--- config.mk ---
export PLATFORM = sky130hd
export DESIGN_NAME = sram1rw_arbiter
export DESIGN_NICKNAME = d
export VERILOG_FILES = /design/src/rtl/sram1rw_arbiter.sv
export SDC_FILE = /design/constraint.sdc
export NUM_CORES = 1
export LEC_CHECK = 0
export ABC_AREA = 1
export CAP_MARGIN = 5
export CORE_MARGIN = 3
export CORE_UTILIZATION = 20
export CTS_CLUSTER_DIAMETER = 40
export DETAILED_ROUTE_END_ITERATION = 12
export GPL_ROUTABILITY_DRIVEN = 0
export PLACE_DENSITY = 0.77
export SLEW_MARGIN = 20
export SYNTH_ARGS = -nofsm -noshare
export SYNTH_HDL_FRONTEND = slang
export SYNTH_SLANG_ARGS = --single-unit
--- constraint.sdc ---
create_clock -name clock -period 1 [get_ports clock]
set_input_delay 0.2 -clock clock [delete_from_list [all_inputs] [get_ports clock]]
set_output_delay 0.2 -clock clock [all_outputs]
set_load 0.01 [all_outputs]
--- src/rtl/sram1rw_arbiter.sv ---
// sram1rw_arbiter: shares one single-port 128x8 SRAM macro between two
// requesters. Round-robin grant, one access per cycle, 1-cycle response.
// Optional power-up zero fill of the macro: define SRAM1RW_ARBITER_INIT_EN.
module sram1rw_arbiter #(
    parameter int ADDR_W = 7,
    parameter int DATA_W = 8
) (
    input  logic              clock,
    input  logic              reset,
    input  logic              p0_req_valid,
    output logic              p0_req_ready,
    input  logic              p0_req_write,
    input  logic [ADDR_W-1:0] p0_req_addr,
    input  logic [DATA_W-1:0] p0_req_wdata,
    output logic              p0_resp_valid,
    output logic [DATA_W-1:0] p0_resp_rdata,
    input  logic              p1_req_valid,
    output logic              p1_req_ready,
    input  logic              p1_req_write,
    input  logic [ADDR_W-1:0] p1_req_addr,
    input  logic [DATA_W-1:0] p1_req_wdata,
    output logic              p1_resp_valid,
    output logic [DATA_W-1:0] p1_resp_rdata,
    output logic              sram_csb,
    output logic              sram_web,
    output logic              sram_oeb,
    output logic [ADDR_W-1:0] sram_a,
    output logic [DATA_W-1:0] sram_i,
    input  logic [DATA_W-1:0] sram_o,
    output logic              init_done
);

    typedef enum logic {
        ST_INIT = 1'b0,
        ST_RUN  = 1'b1
    } state_t;

    state_t r_state;
    logic   r_rr_ptr;     // 0: port 0 wins a tie, 1: port 1 wins a tie
    logic   r_rsp_v;
    logic   r_rsp_port;
    logic   r_rsp_rd;
    logic   r_init_done;

    logic   w_run;
    logic   w_init;
    logic   w_gnt0;
    logic   w_gnt1;
    logic   w_xfer;
    logic   w_sel_write;

`ifdef SRAM1RW_ARBITER_INIT_EN
    logic [ADDR_W-1:0] r_init_addr;
    assign w_init = ~reset & (r_state == ST_INIT);
`else
    assign w_init = 1'b0;
`endif

    // Requests are only served in RUN and never while reset is asserted.
    assign w_run  = ~reset & (r_state == ST_RUN);
    assign w_gnt0 = w_run & p0_req_valid & (~p1_req_valid | ~r_rr_ptr);
    assign w_gnt1 = w_run & p1_req_valid & (~p0_req_valid |  r_rr_ptr);
    assign w_xfer = w_gnt0 | w_gnt1;
    assign w_sel_write = w_gnt1 ? p1_req_write : p0_req_write;

    assign p0_req_ready = w_gnt0;
    assign p1_req_ready = w_gnt1;

    // Responses are masked during reset so an in-flight one is dropped at once.
    assign p0_resp_valid = ~reset & r_rsp_v & ~r_rsp_port;
    assign p1_resp_valid = ~reset & r_rsp_v &  r_rsp_port;
    assign p0_resp_rdata = (p0_resp_valid & r_rsp_rd) ? sram_o : {DATA_W{1'b0}};
    assign p1_resp_rdata = (p1_resp_valid & r_rsp_rd) ? sram_o : {DATA_W{1'b0}};
    assign init_done     = r_init_done;

    // Macro drive: zero-fill write in INIT, granted request in RUN, idle otherwise.
    always_comb begin
        sram_csb = 1'b1;
        sram_web = 1'b1;
        sram_oeb = 1'b1;
        sram_a   = {ADDR_W{1'b0}};
        sram_i   = {DATA_W{1'b0}};
        if (reset) begin
            sram_csb = 1'b1;
        end else if (w_init) begin
            sram_csb = 1'b0;
            sram_web = 1'b0;
`ifdef SRAM1RW_ARBITER_INIT_EN
            sram_a   = r_init_addr;
`endif
        end else if (w_gnt0) begin
            sram_csb = 1'b0;
            sram_web = ~p0_req_write;
            sram_oeb = p0_req_write;
            sram_a   = p0_req_addr;
            sram_i   = p0_req_wdata;
        end else if (w_gnt1) begin
            sram_csb = 1'b0;
            sram_web = ~p1_req_write;
            sram_oeb = p1_req_write;
            sram_a   = p1_req_addr;
            sram_i   = p1_req_wdata;
        end else begin
            sram_csb = 1'b1;
        end
    end

    // Control FSM: init sequencing, round-robin pointer and response pipeline.
    always_ff @(posedge clock) begin
        if (reset) begin
`ifdef SRAM1RW_ARBITER_INIT_EN
            r_state     <= ST_INIT;
            r_init_addr <= {ADDR_W{1'b0}};
            r_init_done <= 1'b0;
`else
            r_state     <= ST_RUN;
            r_init_done <= 1'b1;
`endif
            r_rr_ptr    <= 1'b0;
            r_rsp_v     <= 1'b0;
            r_rsp_port  <= 1'b0;
            r_rsp_rd    <= 1'b0;
        end else begin
            r_rsp_v <= w_xfer;
            if (w_xfer) begin
                r_rsp_port <= w_gnt1;
                r_rsp_rd   <= ~w_sel_write;
                // point at the port that was not just served
                r_rr_ptr   <= w_gnt0;
            end
            case (r_state)
                ST_INIT: begin
`ifdef SRAM1RW_ARBITER_INIT_EN
                    r_init_addr <= r_init_addr + {{(ADDR_W-1){1'b0}}, 1'b1};
                    if (r_init_addr == {ADDR_W{1'b1}}) begin
                        r_state     <= ST_RUN;
                        r_init_done <= 1'b1;
                    end
`else
                    r_state     <= ST_RUN;
                    r_init_done <= 1'b1;
`endif
                end
                ST_RUN: begin
                    r_init_done <= 1'b1;
                end
                default: begin
                    r_state <= ST_RUN;
                end
            endcase
        end
    end

endmodule
==> key figures <==
STA
  • Setup Viol. Count Final: 40
  • Final worst path period share: 156%
  • RSZ-0062 raised after global routing: true
  • Setup TNS: -16600 ps
  • Final hold violation count: 0
  • Max frequency: 641 MHz
  • Post-route setup slack: -559 ps
  • Final worst path period need: roughly 1600 ps
  • Slew Viols, Final: 0
  • Max Clock Skew: around 1.4 ps

Synth
  • Area leader, netlist: nand2_1
  • Syn avg cell area: 4.73 um^2
  • Post-Syn Area: just over 500 um^2
  • Number of synthesized flops with an enable pin: 0
  • Unique cell type count in the Yosys netlist: 14
  • Async set-reset flop share out of synthesis: 0%
  • Synthesized netlist cell count: 109
  • Net Count, Synth: 153
  • Post-synth top area share: 40.8%
  • Yosys reg bits: 4
  • Top cells by area, synth: nand2_1 (41%), dfxtp_1 (16%), nor2_1 (13%), inv_1 (11%), buf_6 (4.4%)
  • Most frequent cell after synthesis: nand2_1
  • Synth warn: 0
  • Synth cell count leaders: nand2_1 (56), nor2_1 (18), inv_1 (15)
  • Most common flop cell mapped by yosys: dfxtp_1
  • Sequential fraction of the synthesis area: 15.5%

Clocking
  • CTS tree: done
  • Clock Latency Late Sink: about 250 ps
  • Clock Tree Buf Depth: 2
  • Reg clk slew, reported paths: 40 ps
  • CTS Buf Count: 3
  • Clock Sinks: 4
  • Root Buffer: clkbuf_4
  • H-tree Lvls: 1

Final layout
  • Layout Nets: 280
  • Non-filler cells, final: 262
  • Layout overhead on the synthesized area: 300%
  • Fillers: 97
  • Fraction of layout cells with a size suffix above 1: 68.4%
  • Number of diodes: 0
  • Post-layout util: 88.8%

Pwr
  • PD cells: 600 nW/um^2
  • Net Switching: around 0.00047 W
  • Switch share: 37.8%
  • Lkg Pwr: ~1.1 nW
  • Total Power: 0.00124 W
  • VDD IR-drop max: ~0.8 mV
  • Seq pwr share: 15.7%
  • Internal power: 0.000769 W
  • Combinational Power Share: 66.8%
  • Clock power frac: between 10% and 20%

Detailed routing
  • Pre-antenna DRT Iters: 4
  • WL per Instance: 18.4 um
  • Via count: about 1200
  • Antenna-violating nets left: 0
  • DRT Wirelength: approximately 4800 um
  • # DRC: 0
  • DRT iter0 DRCs: 38
  • Vias per cell: between 4 and 5

Critical path
  • Worst path slowest cell: dfxtp_2
  • Worst reg2reg endpoint: r_rsp_rd
  • Crit path buf inv count: 2
  • CP max stage delay: roughly 340 ps
  • Reg2Reg Setup Slack: -350 ps
  • Critical Path RT: 800 ps
  • Critical-path cell list: nor3_4 > nand2_4 > buf_6 > nor2_2 > buf_2
  • CP top delay family: simple AND/OR/NAND/NOR gates
  • Startpoint Class: flop
  • Critical R2R Launch: r_rr_ptr
  • Worst-path maximum fanout: 7
  • Worst R2R Path Depth: 10
  • Critical path capture point type: output pin
  • Worst Path Arrival: between 1000 and 1500 ps
  • Crit Path Class: reg -> out

Run
  • Max-Cap Viols: 0

Place
  • Post-DP HPWL: about 2300 um
  • Placed insts: roughly 230
  • Worst slack, placed: -1120 ps
  • IO Port Bufs: 81

Global route
  • Initial antenna violation count: 0
  • Tot GR Track Use: 23.4%
  • Vias in the first global route: 1274
  • Largest net degree at the start of global routing: 9
  • Grt total ovfl: 0
  • First-pass GRT wire length: 5950 um

Hold path
  • Worst hold path depth: 2
  • Hold Path Sink: r_rsp_rd
  • Worst min-delay path class: in -> reg
  • Worst Hold Launch: reset

Floorplan
  • CORE AREA: 2320 um^2
  • Row count: 17
  • Top Ports: 83
  • Die area: approximately 3200 um^2
  • Initial Util: 22.2%
  • Die H: 56.8 um
  • Chip Width: 56.8 um

Run status
  • Status: finished with violations
  • Failing checks: negative setup slack
-- state kept, by name, indices dropped and copies added, names as in the netlist --
signal      cells
r_rr_ptr        1
r_rsp_port      1
r_rsp_rd        1
r_rsp_v         1
-- final cells by class --
cell class	count	area, um^2	share of cell area (%)
clock buffers	3	22.5	1.09
inverters	17	86.3	4.19
multi-input cells	85	657	31.9
flip-flops and latches	4	83.8	4.07
well taps	28	35.0	1.70
repair buffers	122	1140	55.4
repair inverters	3	33.8	1.64
-- power groups by stage --
stage / clock (W) / sequential [W] / combinational (W)
floorplan: 0 / 0.000189 / 0.000198
global placement: 0 / 0.000190 / 0.000531
detailed placement: 0 / 0.000191 / 0.000539
CTS: 0.000215 / 0.000190 / 0.000669
global route: 0.000233 / 0.000194 / 0.000861
finish: 0.000217 / 0.000194 / 0.000826
-- routing by layer --
| metal | wire [um] | vias up | track usage [%] |
|---|---|---|---|
| met1 | 1770 | 584 | 27.0 |
| met3 | 317 | 17 | 4.14 |
| li1 | - | 570 | - |
| met5 | 0 | - | 0 |
| met2 | 2580 | 63 | 44.1 |
| met4 | 142 | 0 | 5.30 |
-- kinds of logic (layout without fill, tap and decap cells) --
family                 count (synthesis)  count (layout)  share of synthesized area, %
AO/OA/AOI/OAI                          3               3                          2.91
other                                  1               1                         0.727
flip-flops                             4               4                          15.5
AND/OR/NAND/NOR                       81              81                          62.6
buffers and inverters                 20             145                          18.2
-- through the flow --
step | hold WS, ps | area (um^2)
after floorplan | 269 | 661
after global routing | 129 | 2060
after CTS | 378 | 1840
after detailed placement | 455 | 1550
after global placement | 445 | 1550
final | 135 | 2060
-- worst max-delay path by stage --
stage	depth (start not counted)	from	end
6_report	5	r_rsp_port	p0_resp_rdata[2]
3_5_place_dp	7	reset	sram_i[6]
5_1_grt	5	r_rsp_port	p0_resp_rdata[3]
3_3_place_gp	7	reset	p1_resp_rdata[7]
2_1_floorplan	4	r_rsp_v	p0_resp_rdata[0]
4_1_cts	6	r_rsp_v	p0_resp_rdata[2]
-- timing repair --
| action | 4_1_cts | 5_1_grt |
|---|---|---|
| buffers inserted | 27 | 8 |
| setup endpoints to repair | 42 | 40 |
| gates cloned | 3 | 0 |
| gates resized for setup | 220 | 49 |
| pin swaps | 17 | 16 |
| hold buffers | 0 | 0 |
-- cell usage in the layout (no fill, tap or decap), types with 2 or more instances in the layout --
cell / count
a21oi_2: 2
buf_12: 2
buf_2: 16
buf_4: 26
buf_6: 36
clkbuf_4: 3
clkdlybuf4s50_1: 40
clkinv_8: 2
dfxtp_2: 3
inv_1: 11
inv_2: 2
inv_4: 3
nand2_1: 21
nand2_2: 18
nand2_4: 17
nand2_8: 2
nor2_2: 13
nor2_4: 7
Power figures use the tool's default switching activity.
